[src/rtl/utf8_stream_decoder.sv]
// UTF-8 byte stream to Unicode code point decoder with maximal-subpart error
// replacement (U+FFFD), optional leading BOM removal and a saturating error count.
module utf8_stream_decoder #(
    parameter bit STRIP_BOM = 1'b1,
    parameter int ERR_CNT_W = 16
) (
    input  logic                 clock,
    input  logic                 rst_n,
    input  logic                 in_valid,
    output logic                 in_ready,
    input  logic [7:0]           in_data,
    output logic                 out_valid,
    input  logic                 out_ready,
    output logic [20:0]          out_cp,
    output logic                 out_err,
    output logic [ERR_CNT_W-1:0] err_count
);

    typedef enum logic [1:0] {
        IDLE,
        CONT,
        REPLAY
    } state_t;

    localparam logic [20:0] REPLACEMENT = 21'h0FFFD;
    localparam logic [20:0] BOM_CP      = 21'h0FEFF;
    localparam logic [7:0]  CONT_LO     = 8'h80;
    localparam logic [7:0]  CONT_HI     = 8'hBF;

    state_t               state, state_n;
    logic [1:0]           need, need_n;
    logic [14:0]          acc, acc_n;
    logic [7:0]           lo, lo_n;
    logic [7:0]           hi, hi_n;
    logic [7:0]           replay_byte, replay_n;
    logic                 bom_window, bom_window_n;
    logic                 out_valid_n;
    logic [20:0]          out_cp_n;
    logic                 out_err_n;
    logic [ERR_CNT_W-1:0] err_count_n;

    logic                 slot_free;
    logic                 lead_go;
    logic [7:0]           lead_byte;
    logic                 emit;
    logic                 emit_err;
    logic [20:0]          emit_cp;

    assign slot_free = !out_valid || out_ready;
    assign in_ready  = (state != REPLAY) && slot_free;

    always_comb begin
        // NOTE: every signal gets a default before any branch so no latch is inferred.
        state_n      = state;
        need_n       = need;
        acc_n        = acc;
        lo_n         = lo;
        hi_n         = hi;
        replay_n     = replay_byte;
        bom_window_n = bom_window;
        out_valid_n  = out_valid && !out_ready;
        out_cp_n     = out_cp;
        out_err_n    = out_err;
        err_count_n  = err_count;
        lead_go      = 1'b0;
        lead_byte    = in_data;
        emit         = 1'b0;
        emit_err     = 1'b0;
        emit_cp      = '0;

        case (state)
            IDLE: begin
                if (in_valid && in_ready) begin
                    lead_go = 1'b1;
                end
            end
            CONT: begin
                if (in_valid && in_ready) begin
                    if (in_data >= lo && in_data <= hi) begin
                        acc_n  = {acc[8:0], in_data[5:0]};
                        need_n = need - 2'd1;
                        lo_n   = CONT_LO;
                        hi_n   = CONT_HI;
                        if (need == 2'd1) begin
                            emit    = 1'b1;
                            emit_cp = {acc, in_data[5:0]};
                            state_n = IDLE;
                        end
                    end else begin
                        // The offending byte is consumed now and re-examined as a lead byte.
                        emit     = 1'b1;
                        emit_err = 1'b1;
                        emit_cp  = REPLACEMENT;
                        replay_n = in_data;
                        state_n  = REPLAY;
                    end
                end
            end
            REPLAY: begin
                if (slot_free) begin
                    lead_go   = 1'b1;
                    lead_byte = replay_byte;
                end
            end
            default: state_n = IDLE;
        endcase

        if (lead_go) begin
            state_n = IDLE;
            lo_n    = CONT_LO;
            hi_n    = CONT_HI;
            if (lead_byte <= 8'h7F) begin
                emit    = 1'b1;
                emit_cp = {13'd0, lead_byte};
            end else if (lead_byte >= 8'hC2 && lead_byte <= 8'hDF) begin
                need_n  = 2'd1;
                acc_n   = {10'd0, lead_byte[4:0]};
                state_n = CONT;
            end else if (lead_byte >= 8'hE0 && lead_byte <= 8'hEF) begin
                need_n  = 2'd2;
                acc_n   = {11'd0, lead_byte[3:0]};
                state_n = CONT;
                // Narrowed first-continuation windows reject overlongs and surrogates.
                if (lead_byte == 8'hE0) lo_n = 8'hA0;
                if (lead_byte == 8'hED) hi_n = 8'h9F;
            end else if (lead_byte >= 8'hF0 && lead_byte <= 8'hF4) begin
                need_n  = 2'd3;
                acc_n   = {12'd0, lead_byte[2:0]};
                state_n = CONT;
                if (lead_byte == 8'hF0) lo_n = 8'h90;
                if (lead_byte == 8'hF4) hi_n = 8'h8F;
            end else begin
                emit     = 1'b1;
                emit_err = 1'b1;
                emit_cp  = REPLACEMENT;
            end
        end

        if (emit) begin
            if (emit_err) begin
                out_valid_n = 1'b1;
                out_cp_n    = emit_cp;
                out_err_n   = 1'b1;
                if (err_count != {ERR_CNT_W{1'b1}}) begin
                    err_count_n = err_count + ERR_CNT_W'(1);
                end
            end else begin
                bom_window_n = 1'b0;
                if (!(STRIP_BOM && bom_window && emit_cp == BOM_CP)) begin
                    out_valid_n = 1'b1;
                    out_cp_n    = emit_cp;
                    out_err_n   = 1'b0;
                end
            end
        end
    end

    always_ff @(posedge clock or negedge rst_n) begin
        if (!rst_n) begin
            state       <= IDLE;
            need        <= 2'd0;
            acc         <= '0;
            lo          <= CONT_LO;
            hi          <= CONT_HI;
            replay_byte <= 8'h00;
            bom_window  <= 1'b1;
            out_valid   <= 1'b0;
            out_cp      <= '0;
            out_err     <= 1'b0;
            err_count   <= '0;
        end else begin
            // NOTE: non-blocking updates so every register sees the pre-edge values.
            state       <= state_n;
            need        <= need_n;
            acc         <= acc_n;
            lo          <= lo_n;
            hi          <= hi_n;
            replay_byte <= replay_n;
            bom_window  <= bom_window_n;
            out_valid   <= out_valid_n;
            out_cp      <= out_cp_n;
            out_err     <= out_err_n;
            err_count   <= err_count_n;
        end
    end

endmodule

[config.mk]
export PLATFORM = sky130hd
export DESIGN_NAME = utf8_stream_decoder
export DESIGN_NICKNAME = d
export VERILOG_FILES = /design/src/rtl/utf8_stream_decoder.sv
export SDC_FILE = /design/constraint.sdc
export NUM_CORES = 1
export LEC_CHECK = 0
export ABC_AREA = 1
export CORE_MARGIN = 2
export CORE_UTILIZATION = 44
export DETAILED_ROUTE_END_ITERATION = 10
export GPL_TIMING_DRIVEN = 1
export PLACE_DENSITY_LB_ADDON = 0.1
export SETUP_SLACK_MARGIN = 0.15
export SYNTH_ARGS = -nofsm -noshare
export SYNTH_HDL_FRONTEND = slang
export SYNTH_SLANG_ARGS = --single-unit
export TNS_END_PERCENT = 20
[constraint.sdc]
create_clock -name clock -period 3.6 [get_ports clock]
set_clock_uncertainty 0.15 [all_clocks]
set_input_delay 0.72 -clock clock [delete_from_list [all_inputs] [get_ports clock]]
set_output_delay 0.72 -clock clock [all_outputs]
set_load 0.1 [all_outputs]
Yosys cells after proc, flatten, opt, wreduce, memory -nomap -nowiden
Index checks and enable logic that the tools add are counted.

Register bits: 83. Input bits: 12. Output and inout port bits: 40. Bits in latches: 0. Word-level logic and storage cells: 143. Memories: 0. Bits in read-only memories: 0. Bits in writable memories: 0.

Bitwise logic cells: 2. Multiplexer cells: 83. Magnitude comparators: 9. Reduce and logical (&&, ||, !) cells: 22. Equal/unequal tests: 14. $mul: 0. Shift operators: 0. $add $sub $neg: 2. Div/mod/pow operators: 0.

Operators by type and width (count): 21-bit two-way mux (11); 8-bit two-way mux (16); 15-bit two-way mux (8); 8-bit equality test, second input constant (4); 1-bit two-way mux (28); 8-bit greater-or-equal comparator, second input constant (3); 8-bit less-or-equal comparator, second input constant (3); 2-bit two-way mux (12); 6-bit two-way mux (4); 21-bit by 16-bit equality test with 1-bit output, second input constant (1); 16-bit by 1-bit adder with 16-bit output, second input constant (1); 16-bit != test, second input constant (1); 3-bit AND reduction (4); 5-bit two-way mux (2); 8-bit greater-or-equal comparator (1); 8-bit by 7-bit less-or-equal comparator with 1-bit output, second input constant (1); 8-bit less-or-equal comparator (1); 1-bit logical AND (8); 2-bit nonzero test (3); 2-bit by 1-bit equality test with 1-bit output, second input constant (2); 2-bit != test, second input constant (2); 4-bit != test, second input constant (1); 2-bit case mux with 2 select lines (1); 2-bit AND reduction (2); other kinds (10) (12).

Logic depth before layout (Yosys ltp)
Gate-level depths: netlist of the first run.

Depth after elaboration: 16. Mapped depth: 22. Depth with buffers taken out: 20.

Worst setup path before layout of the first run
Ideal clock, no wire load.

Kind: register -> register. Start: register out_valid. End: register out_cp[10]. Path slack: 477 ps. Library setup time: 122 ps. Path buffers: 3. Stages on the path, launching flop included: 17. Arrival time: 2851 ps. Period minus slack after synthesis: 3123 ps. Required time: 3328 ps. Path through: dfrtp_1 > nand2_2 > buf_4 > nand3_1 > nand2_2 > nor2_1 > nand2_2 > a21oi_4 > nand3_2 > buf_6 > a21oi_1 > nand3_1 > nor2_1 > nand2_2 > buf_2 > nand3_1 > nand2_1.

Longest elaborated chain between the ends: 15. Elaborated cells between the ends (all ways): 46. Those cells by class: 7 x order compare; 2 x eq/ne; 28 x mux; 9 x reduce/logical.

Ends and longest elaborated chain: start, declared (RTL line 12) `output logic out_valid,`; start signal, assigned (RTL line 180) `out_valid <= out_valid_n;`; 1-bit zero test (*) (RTL line 49) `assign slot_free = !out_valid || out_ready;`; 1-bit logical OR (*) (RTL line 49); 8-bit two-way mux or 1-bit logical AND (tied branches) (RTL line 100, 50); 8-bit two-way mux or 1-bit logical AND (tied branches) (RTL line 71, 73, 78); 8-bit greater-or-equal comparator, or another cell as far along (RTL line 126) `end else if (lead_byte >= 8'hF0 && lead_byte <= 8'hF4) begin`; 1-bit logical AND or 21-bit two-way mux (tied branches) (RTL line 126, 71); 21-bit two-way mux (RTL line 126); 21-bit two-way mux (RTL line 119) `end else if (lead_byte >= 8'hE0 && lead_byte <= 8'hEF) begin`; 21-bit two-way mux (RTL line 115) `end else if (lead_byte >= 8'hC2 && lead_byte <= 8'hDF) begin`; 21-bit two-way mux (RTL line 112) `if (lead_byte <= 8'h7F) begin`; 21-bit two-way mux (RTL line 108) `if (lead_go) begin`; 21-bit by 16-bit equality test with 1-bit output (RTL line 149) `if (!(STRIP_BOM && bom_window && emit_cp == BOM_CP)) begin`; 1-bit logical AND (RTL line 149); 2-bit != test (no line); 2-bit AND reduction (no line); end signal, assigned (RTL line 181) `out_cp <= out_cp_n;`; end, declared (RTL line 14) `output logic [20:0] out_cp,`.

Mark *: on every way between the ends. The rest lies on a longest branch, timed or not. The select of a mux whose other input is x is not followed. A chain may end at the register's enable or synchronous reset.

Worst setup path in the final report of the first run
Start: input port out_ready. End: register err_count[13].

Longest elaborated chain between the ends: 11. Elaborated cells between the ends (all ways): 33. Those cells by class: 7 x order compare; 19 x mux; 7 x reduce/logical.

Ends and longest elaborated chain: start, declared (RTL line 13) `input logic out_ready,`; 1-bit logical OR (*) (RTL line 49); 8-bit two-way mux or 1-bit logical AND (tied branches) (RTL line 100, 50); 8-bit two-way mux or 1-bit logical AND (tied branches) (RTL line 71, 73, 78); 8-bit greater-or-equal comparator, or another cell as far along (RTL line 126); 1-bit logical AND or 1-bit two-way mux (tied branches) (RTL line 126, 71); 1-bit two-way mux (RTL line 126); 1-bit two-way mux (RTL line 119); 1-bit two-way mux (RTL line 115); 1-bit two-way mux (RTL line 112); 1-bit two-way mux (RTL line 108); 3-bit AND reduction (no line) (*); end signal, assigned (RTL line 183) `err_count <= err_count_n;`; end, declared (RTL line 16) `output logic [ERR_CNT_W-1:0] err_count`.

Mark *: on every way between the ends. The rest lies on a longest branch, timed or not.

==> results of run 1 <==
==> routing by layer <==
| metal | GRT usage [%] | share of wire (%) | vias to the layer above |
|---|---|---|---|
| met3 | 4.460 | 4.4 | 14 |
| li1 | - | - | 1778 |
| met1 | 29.72 | 47 | 1628 |
| met4 | 7.158 | 1.7 | 0 |
| met2 | 34.06 | 47 | 69 |
| met5 | 0 | 0 | - |
==> cell families (layout without fill, tap and decap cells) <==
family | count (synthesis) | count (layout)
adder cells (fa/ha/maj) | 6 | 6
flip-flops | 71 | 71
AO/OA/AOI/OAI | 76 | 76
XOR/XNOR | 16 | 16
AND/OR/NAND/NOR | 264 | 264
buffers and inverters | 70 | 155
==> state kept, by name, indices dropped and copies added, names as in the netlist <==
| register | count |
|---|---|
| need | 2 |
| out_valid | 1 |
| state | 2 |
| hi | 2 |
| replay_byte | 8 |
| bom_window | 1 |
| out_cp | 21 |
| acc | 15 |
| out_err | 1 |
| err_count | 16 |
| lo | 2 |
==> cell type report <==
type | instances | area (µm²)
clock buffer | 11 | 131.4
clock inverter | 5 | 106.4
fill | 821 | 3696
inverter | 53 | 201.4
multi-input combinational | 362 | 1797
sequential | 71 | 1780
tap | 108 | 135.1
timing repair buffer | 86 | 745.7
==> critical path, delay by kind of cell <==
family / cells / cell delay, ps
and+or+nand+nor: 13 / 1680
buffers and inverters: 3 / 630
AOI/OAI and AO/OA: 1 / 180
xor gates and xnor gates: 1 / 130
==> power by group through the flow <==
stage | clock network (µW) | registers (µW) | logic [µW]
2_1_floorplan | 0 | 1920 | 566
6_report | 773 | 1170 | 1770
5_1_grt | 830 | 1210 | 1900
3_3_place_gp | 0 | 1190 | 1750
3_5_place_dp | 0 | 1190 | 1760
4_1_cts | 787 | 1180 | 1760
==> cell usage after synthesis, types with 2 or more instances <==
cell and count:
inv_1 49, xnor2_1 8, o22ai_1 4, nor2_4 2
nand2_2 8, nand4_1 9, buf_2 3, inv_2 4
nand3b_1 2, nand3_1 35, o21ai_0 21, nand2_1 163
xor2_1 8, o21ai_1 2, ha_1 6, nor2_1 38
a21oi_1 40, clkbuf_1 6, dfstp_2 3, dfrtp_1 68
o211a_1 2, buf_4 3, nor3_1 3, buf_6 4
a21boi_0 2
==> metrics by stage <==
step / power, µW / instance area (µm²) / std cells
2_1_floorplan: 2490 / 3854 / 503
3_3_place_gp: 2937 / 4626 / 680
3_5_place_dp: 2948 / 4626 / 680
4_1_cts: 3726 / 4863 / 696
5_1_grt: 3932 / 4897 / 696
6_report: 3714 / 4897 / 696
==> layout by cell type, fill, tap and decap left out, types with 2 or more instances in the layout <==
cell type / n
bufinv_16: 3
nor2_4: 3
dfrtp_1: 68
dfstp_2: 3
nor3_1: 3
nand3b_1: 2
inv_2: 3
buf_4: 56
o211a_1: 2
o22ai_1: 4
o21ai_1: 3
ha_1: 6
a21boi_0: 2
buf_12: 3
o21ai_0: 19
nand4_1: 9
nor2_1: 38
clkbuf_8: 9
clkbuf_1: 2
nand2_1: 162
nand2_2: 9
xnor2_1: 8
inv_1: 49
clkdlybuf4s50_1: 26
nand3_1: 35
xor2_1: 8
a21oi_1: 39
==> worst max path at each step <==
stage	startpoint	end	slack (ps)	cells past startpoint
after floorplan	out_valid	out_cp[10]	480	16
after global placement	in_data[4]	out_cp[7]	-40	16
after detailed placement	in_data[4]	out_valid	-120	15
after CTS	in_data[4]	out_cp[11]	230	16
after global routing	out_ready	err_count[13]	130	18
final	out_ready	err_count[13]	370	18
==> reports/metrics.yaml, run 1 <==
io_buffers: 51
cp_slowest_cell: "clkdlybuf4s50_1"
fp.coreArea_um2: 8593
grt_pass1_wl_um: 16370
cts_hold_buf: 0
die_h_um: 97.59
ys_seq_area_share_pct: 46.20
antenna_found_initial: 0
rr_worst_depth: 16
vias_per_cell: 5.013
rr_startpoint: "state[0]"
maxSlewViolCount: 0
cts.sinks: 71
synth_top_area_share_pct: 44.16
grt_overflow: 0
synthFlopType: "dfrtp_1"
rows: 34
wl_per_cell_um: 13.74
final.setup.tns_ps: 0
intPower_uw: 1944
yosysTopAreaCell: "dfrtp_1"
path_max_fanout: 9
finalCritPeriodShare_pct: 89.78
synthSimpleGateAreaFrac_pct: 29.12
grt_setup_unrepaired: "true"
synthAdderAreaFrac_pct: 1.948
netlist_top_cells_area: "dfrtp_1, nand2_1, a21oi_1"
hold_class: "input port to asynchronous set/reset pin"
gp_congestion: 0.9777
r2r-end: "err_count[13]"
p_switching_uw: 1770
irDropWorstVdd_mv: 0.8914
worst_path_largest_cell_delay_ps: 450
ys_types: 35
fp.dieW_um: 97.59
clk_latency_ps: 360
worst-endpoint-required_ps: 3690
ios: 52
tightest_slew_ps: 967.3
track_usage_pct: 21.56
cts_max_level: 3
fin_nets: 601
grt_max_degree: 42
setup_violations: 0
cts_tree: "built"
final_util_pct: 56.99
first_pass_iters: 4
finalWorstSetupSlack_ps: 367.8
ys_ff_latch: 71
layout-drive-gt1-share_pct: 16.84
worst_setup_path_end_kind: "flip-flop"
synthesis.area_um2: 3854
clkTransAtPathRegs_ps: 80
hpwl_um: 7222
power.density_nw_per_um2: 758.5
fmax_ghz: 0.3094
synth_top_family_by_area: "simple AND/OR/NAND/NOR gates"
fin_hold_ws_ps: 262.5
comb_power_share_pct: 47.6
clk_path_buf_depth: 2
async_reset_ff_share_pct: 100.0
synth_edf_count: 0
cp-start-kind: "input port"
crit_arrival_ps: 3330
path_class: "input port to flip-flop"
synth_xor_area_share_pct: 3.636
grt_pass1_vias: 3283
status: "finished clean"
period_needed_ps: 3232
cts-root-buf: "clkbuf_8"
vias: 3489
ant_nets: 0
seq_power_share_pct: 31.6
finalHoldViolCount: 0
clockPowerShare_pct: 20.8
relSlewSlack_pct: 35.31
wl_um: 9561
muxShareOfSynthArea_pct: 0
initial_core_util_pct: 44.85
drcViolationCount: 0
path_cells: "clkdlybuf4s50_1 > inv_1 > nand2_2 > nand2_2 > nand2_1 > nand2_2 > nor2_1 > nand2_2 > a21oi_4 > buf_4 > nand3_1 > nand2_1 > nand2_1 > nor2_1 > nand3_1 > nor2_1 > nand2_1 > xnor2_1"
syn_avg_cell_area_um2: 7.661
dr.first_iter.drc_count: 177
pre_cts_ws_ps: -122.5
drv_cap: 0
yosys_warnings: 0
reg2reg_slack_ps: 570
synth-compound-area-share_pct: 11.10
syn_inst: 503
post_cts_resized: 0
area_growth_pct: 27.08
syn_nets: 521
p_leak_uw: 0.002542
cts_setup_buffers: 0
antenna_cells: 0
cts_made_buffers: 9
switching_share_pct: 47.65
dieArea_um2: 9523
(Power assumes the default switching activity.)
==> run 2: changes to the inputs <==
--- a/config.mk
+++ b/config.mk
@@ -6,8 +6,8 @@
 export NUM_CORES = 1
 export LEC_CHECK = 0
 export ABC_AREA = 1
-export CORE_MARGIN = 2
-export CORE_UTILIZATION = 44
+export CORE_MARGIN = 4
+export CORE_UTILIZATION = 55
 export DETAILED_ROUTE_END_ITERATION = 10
 export GPL_TIMING_DRIVEN = 1
 export PLACE_DENSITY_LB_ADDON = 0.1
==> reports/metrics.yaml, run 2 (synthesized netlist as in run 1, its figures left out) <==
status: "finished clean"  # unchanged
finalCritPeriodShare_pct: 88.47  # was 89.78%
final.setup.tns_ps: 0  # unchanged
grt_pass1_vias: 3626  # was 3283
irDropWorstVdd_mv: 0.6267  # was 0.8914 mV
post-route-cell-area_um2: 5017  # was 4897 µm²
antenna_cells: 0  # unchanged
grt_setup_unrepaired: "false"  # was true
cts.sinks: 71  # unchanged
crit_arrival_ps: 3270  # was 3330 ps
finalHoldViolCount: 0  # unchanged
ios: 52  # unchanged
seq_power_share_pct: 32.3  # was 31.6%
gp_congestion: 0.9491  # was 0.9777
layout-drive-gt1-share_pct: 20.65  # was 16.84%
reg.largest.list: "out_cp (21), err_count (16), acc (15)"  # unchanged
grt_overflow: 0  # unchanged
drv_cap: 0  # unchanged
clockPowerShare_pct: 17.4  # was 20.8%
post-place-cells: 695  # was 680
fmax_ghz: 0.3140  # was 0.3094 GHz
reg2reg_slack_ps: 610  # was 570 ps
use_met1_pct: 31.63  # was 29.72%
grt_max_degree: 29  # was 42
first_pass_iters: 5  # was 4
fin_hold_ws_ps: 160.0  # was 262.5 ps
area_growth_pct: 30.19  # was 27.08%
wl_per_cell_um: 14.07  # was 13.74 µm
clk_latency_ps: 350  # was 360 ps
p_leak_uw: 0.002641  # was 0.002542 µW
cts_made_buffers: 9  # unchanged
busiest_layer: "met2"  # unchanged
p_switching_uw: 1809  # was 1770 µW
hpwl_um: 7659  # was 7222 µm
die_h_um: 91.71  # was 97.59 µm
regMostFlops: "out_cp"  # unchanged
cts_hold_buf: 0  # unchanged
path_class: "input port to flip-flop"  # unchanged
use_met2_pct: 42.97  # was 34.06%
fp.dieW_um: 91.71  # was 97.59 µm
cts-root-buf: "clkbuf_8"  # unchanged
mostFrequentLayoutCells: "nand2_1, buf_4, dfrtp_1"  # was nand2_1, dfrtp_1, buf_4
rows: 30  # was 34
final_util_pct: 73.85  # was 56.99%
startpoint: "out_ready"  # unchanged
rr_startpoint: "state[0]"  # unchanged
clkTransAtPathRegs_ps: 80  # about the same
tightest_slew_ps: 974.8  # was 967.3 ps
path_max_fanout: 11  # was 9
fin_nets: 628  # was 601
rr_worst_depth: 18  # was 16
comb_power_share_pct: 50.3  # was 47.6%
io_buffers: 51  # unchanged
grt_pass1_wl_um: 16840  # was 16370 µm
relSlewSlack_pct: 34.81  # was 35.31%
vias: 3629  # was 3489
dieArea_um2: 8410  # was 9523 µm²
crit_end: "out_cp[0]"  # was err_count[13]
track_usage_pct: 25.04  # was 21.56%
maxSlewViolCount: 0  # unchanged
dr.first_iter.drc_count: 179  # was 177
power.density_nw_per_um2: 729.2  # was 758.5 nW/µm²
place_area_um2: 4788  # was 4626 µm²
antenna_found_initial: 0  # unchanged
largest_reg_flops: 21  # unchanged
fp.coreArea_um2: 6794  # was 8593 µm²
worst-endpoint-required_ps: 3690  # about the same
ant_nets: 0  # unchanged
cts_max_level: 3  # unchanged
initial_core_util_pct: 56.72  # was 44.85%
worst_setup_path_end_kind: "flip-flop"  # unchanged
cts_setup_buffers: 0  # unchanged
final_cells: 711  # was 696
drcViolationCount: 0  # unchanged
hold_class: "input port to asynchronous set/reset pin"  # unchanged
cts_tree: "built"  # unchanged
setup_violations: 0  # unchanged
intPower_uw: 1850  # was 1944 µW
r2r-end: "out_cp[0]"  # was err_count[13]
wl_um: 10010  # was 9561 µm
vias_per_cell: 5.104  # was 5.013
layout_commonest_cell: "nand2_1"  # unchanged
globalRouteMet3Util_pct: 3.527  # was 4.460%
clk_path_buf_depth: 2  # unchanged
period_needed_ps: 3185  # was 3232 ps
cp-start-kind: "input port"  # unchanged
switching_share_pct: 49.44  # was 47.65%
-- run 2: power by group through the flow --
stage,Sequential [µW],Combinational (µW),Clock [µW]
floorplan,1920,566,0
global placement,1190,1800,0
detailed placement,1190,1820,0
CTS,1180,1830,651
global route,1210,1960,688
finish,1180,1840,638
-- run 2: cell type report --
type,count,area (µm²)
Inverter,53,201.4
Timing Repair Buffer,113,927.1
Tap cell,96,120.1
Sequential cell,71,1780
Clock inverter,6,68.82
Fill cell,534,1777
Clock buffer,10,127.6
Multi-Input combinational cell,362,1792
-- run 2: timing repair --
action                                  in CTS  in global routing
resized for setup                            0                  9
endpoints found under the setup margin       0                 25
hold endpoints to repair                     0                  0
-- run 2: how the worst min path moves through the flow --
stage / endpoint / depth (start not counted) / from
after floorplan: acc[0] / 0 / rst_n
after detailed placement: out_cp[13] / 2 / out_cp[13]
after global placement: out_cp[13] / 2 / out_cp[13]
after CTS: state[1] / 1 / rst_n
final: acc[13] / 1 / rst_n
after global routing: acc[8] / 1 / rst_n
-- run 2: layer usage --
metal | vias up | part of all wire, %
li1 | 1823 | -
met1 | 1703 | 44
met2 | 89 | 50
met3 | 14 | 4.6
met4 | 0 | 1.6
met5 | - | 0
-- run 2: per-stage QoR --
stage | setup slack, ps | total power (µW)
3_3_place_gp | 27.72 | 2990
5_1_grt | 170.4 | 3853
4_1_cts | 288.3 | 3660
3_5_place_dp | -66.65 | 3017
2_1_floorplan | 477.2 | 2490
6_report | 415.2 | 3659
-- run 2: worst max-delay path: stages --
cell	delay, ps
clkdlybuf4s50_1	450
inv_1	40
nand2_2	70
nand2_2	140
nand2_1	120
nand2_2	100
nor2_1	140
nand2_2	100
a21oi_4	180
nand3_4	130
buf_4	190
nand2_1	60
nand3_1	80
nor2_1	100
nand2_1	70
nor2_1	110
nand2_2	130
buf_6	170
nand3_1	80
nand2_1	70
==> run 3: changes to the inputs <==
--- a/config.mk
+++ b/config.mk
@@ -9,6 +9,7 @@
 export CORE_MARGIN = 4
 export CORE_UTILIZATION = 55
 export DETAILED_ROUTE_END_ITERATION = 10
+export GPL_ROUTABILITY_DRIVEN = 0
 export GPL_TIMING_DRIVEN = 1
 export PLACE_DENSITY_LB_ADDON = 0.1
 export SETUP_SLACK_MARGIN = 0.15
==> reports/metrics.yaml, run 3 (synthesized netlist as in run 1, its figures left out) <==
cts_max_level: 3  # unchanged
final_util_pct: 73.08  # was 73.85%
grt_setup_unrepaired: "false"  # unchanged
cts_tree: "built"  # unchanged
ant_nets: 0  # unchanged
antenna_cells: 0  # unchanged
r2r-end: "out_cp[2]"  # was out_cp[0]
reg.largest.list: "out_cp (21), err_count (16), acc (15)"  # unchanged
clkTransAtPathRegs_ps: 80  # about the same
rr_worst_depth: 18  # unchanged
grt_pass1_vias: 3513  # was 3626
area_growth_pct: 28.83  # was 30.19%
io_buffers: 51  # unchanged
p_leak_uw: 0.002606  # was 0.002641 µW
status: "finished clean"  # unchanged
dr.first_iter.drc_count: 209  # was 179
comb_power_share_pct: 49.7  # was 50.3%
antenna_found_initial: 0  # unchanged
vias: 3701  # was 3629
layout_commonest_cell: "nand2_1"  # unchanged
intPower_uw: 1854  # was 1850 µW
hold_class: "input port to asynchronous set/reset pin"  # unchanged
reg2reg_slack_ps: 550  # was 610 ps
tightest_slew_ps: 977.7  # was 974.8 ps
fin_hold_ws_ps: 292.6  # was 160.0 ps
cts.sinks: 71  # unchanged
path_class: "input port to flip-flop"  # unchanged
period_needed_ps: 3266  # was 3185 ps
power.density_nw_per_um2: 737.2  # was 729.2 nW/µm²
clk_latency_ps: 360  # was 350 ps
fmax_ghz: 0.3062  # was 0.3140 GHz
initial_core_util_pct: 56.72  # unchanged
cts_made_buffers: 9  # unchanged
cts_hold_buf: 0  # unchanged
finalHoldViolCount: 0  # unchanged
wl_per_cell_um: 14.16  # was 14.07 µm
crit_arrival_ps: 3370  # was 3270 ps
first_pass_iters: 5  # unchanged
setup_violations: 0  # unchanged
grt_overflow: 0  # unchanged
rows: 30  # unchanged
grt_pass1_wl_um: 16340  # was 16840 µm
track_usage_pct: 24.38  # was 25.04%
largest_reg_flops: 21  # unchanged
finalCritPeriodShare_pct: 90.73  # was 88.47%
fin_nets: 620  # was 628
worst-endpoint-required_ps: 3710  # was 3690 ps
vias_per_cell: 5.265  # was 5.104
p_switching_uw: 1806  # was 1809 µW
cts-root-buf: "clkbuf_8"  # unchanged
regMostFlops: "out_cp"  # unchanged
wl_um: 9955  # was 10010 µm
grt_max_degree: 39  # was 29
worst_setup_path_end_kind: "flip-flop"  # unchanged
finalPower_uw: 3660  # was 3659 µW
mostFrequentLayoutCells: "nand2_1, buf_4, dfrtp_1"  # unchanged
path_max_fanout: 15  # was 11
dieArea_um2: 8410  # unchanged
die_h_um: 91.71  # unchanged
maxSlewViolCount: 0  # unchanged
cp-start-kind: "input port"  # unchanged
ios: 52  # unchanged
fp.dieW_um: 91.71  # unchanged
drcViolationCount: 0  # unchanged
irDropWorstVdd_mv: 0.7829  # was 0.6267 mV
switching_share_pct: 49.35  # was 49.44%
fp.coreArea_um2: 6794  # unchanged
final.setup.tns_ps: 0  # unchanged
clockPowerShare_pct: 18.0  # was 17.4%
hpwl_um: 7303  # was 7659 µm
rr_startpoint: "state[0]"  # unchanged
drv_cap: 0  # unchanged
seq_power_share_pct: 32.3  # about the same
relSlewSlack_pct: 34.62  # was 34.81%
clk_path_buf_depth: 2  # unchanged
layout-drive-gt1-share_pct: 19.60  # was 20.65%
[run 3: per-stage QoR]
| step | worst slack, ps | area (µm²) | instances |
|---|---|---|---|
| floorplan | 477.2 | 3854 | 503 |
| global placement | -31.73 | 4741 | 687 |
| detailed placement | -221.1 | 4741 | 687 |
| CTS | 266.5 | 4946 | 703 |
| global route | 156.0 | 4965 | 703 |
| finish | 333.7 | 4965 | 703 |
[run 3: how the worst max path moves through the flow]
stage / start / to / slack (ps) / cells after the start
2_1_floorplan: out_valid / out_cp[10] / 480 / 16
3_3_place_gp: in_data[5] / out_cp[14] / -30 / 17
3_5_place_dp: in_data[5] / out_cp[2] / -220 / 17
4_1_cts: in_data[5] / out_cp[2] / 270 / 17
5_1_grt: in_data[4] / out_cp[11] / 160 / 20
6_report: in_data[5] / out_cp[2] / 330 / 18
[run 3: timing repair]
action	4_1_cts	5_1_grt
gates resized for setup	1	4
buffers inserted	0	0
endpoints found under the setup margin	1	23
gates cloned	0	0
pin swaps	0	1
[run 3: per-layer routing]
metal  global-route usage, %  vias up  share of wire (%)  routed length [µm]
li1                        -     1808                  -                   -
met1                   29.68     1731                 42                4199
met2                   40.05      125                 48                4802
met3                   5.906       37                5.7                 567
met4                   12.75        0                3.9                 386
met5                       0        -                  0                   0
[run 3: worst max-delay path: stages]
cell and delay (ps):
clkdlybuf4s50_1 470, ha_1 340, nand2_1 70, nand2_1 50
nand2_1 60, nand2_1 70, o21ai_2 180, nand2_1 130
buf_4 190, o21ai_1 130, nand4_1 130, nor2_1 130
nand2_1 80, nor2_1 110, nand2_2 110, buf_4 210
nand3_1 100, nand2_1 70
[run 3: layout make-up]
| class | instances | area [µm²] |
|---|---|---|
| Timing Repair Buffer | 105 | 875.8 |
| Multi-Input combinational cell | 362 | 1782 |
| Inverter | 53 | 201.4 |
| Sequential cell | 71 | 1780 |
| Tap cell | 96 | 120.1 |
| Fill cell | 539 | 1829 |
| Clock inverter | 6 | 67.56 |
| Clock buffer | 10 | 137.6 |
[run 3: power groups by stage]
stage / clock network, µW / registers [µW] / logic, µW
2_1_floorplan: 0 / 1920 / 566
3_3_place_gp: 0 / 1190 / 1780
3_5_place_dp: 0 / 1190 / 1810
4_1_cts: 675 / 1180 / 1810
5_1_grt: 713 / 1210 / 1930
6_report: 660 / 1180 / 1820
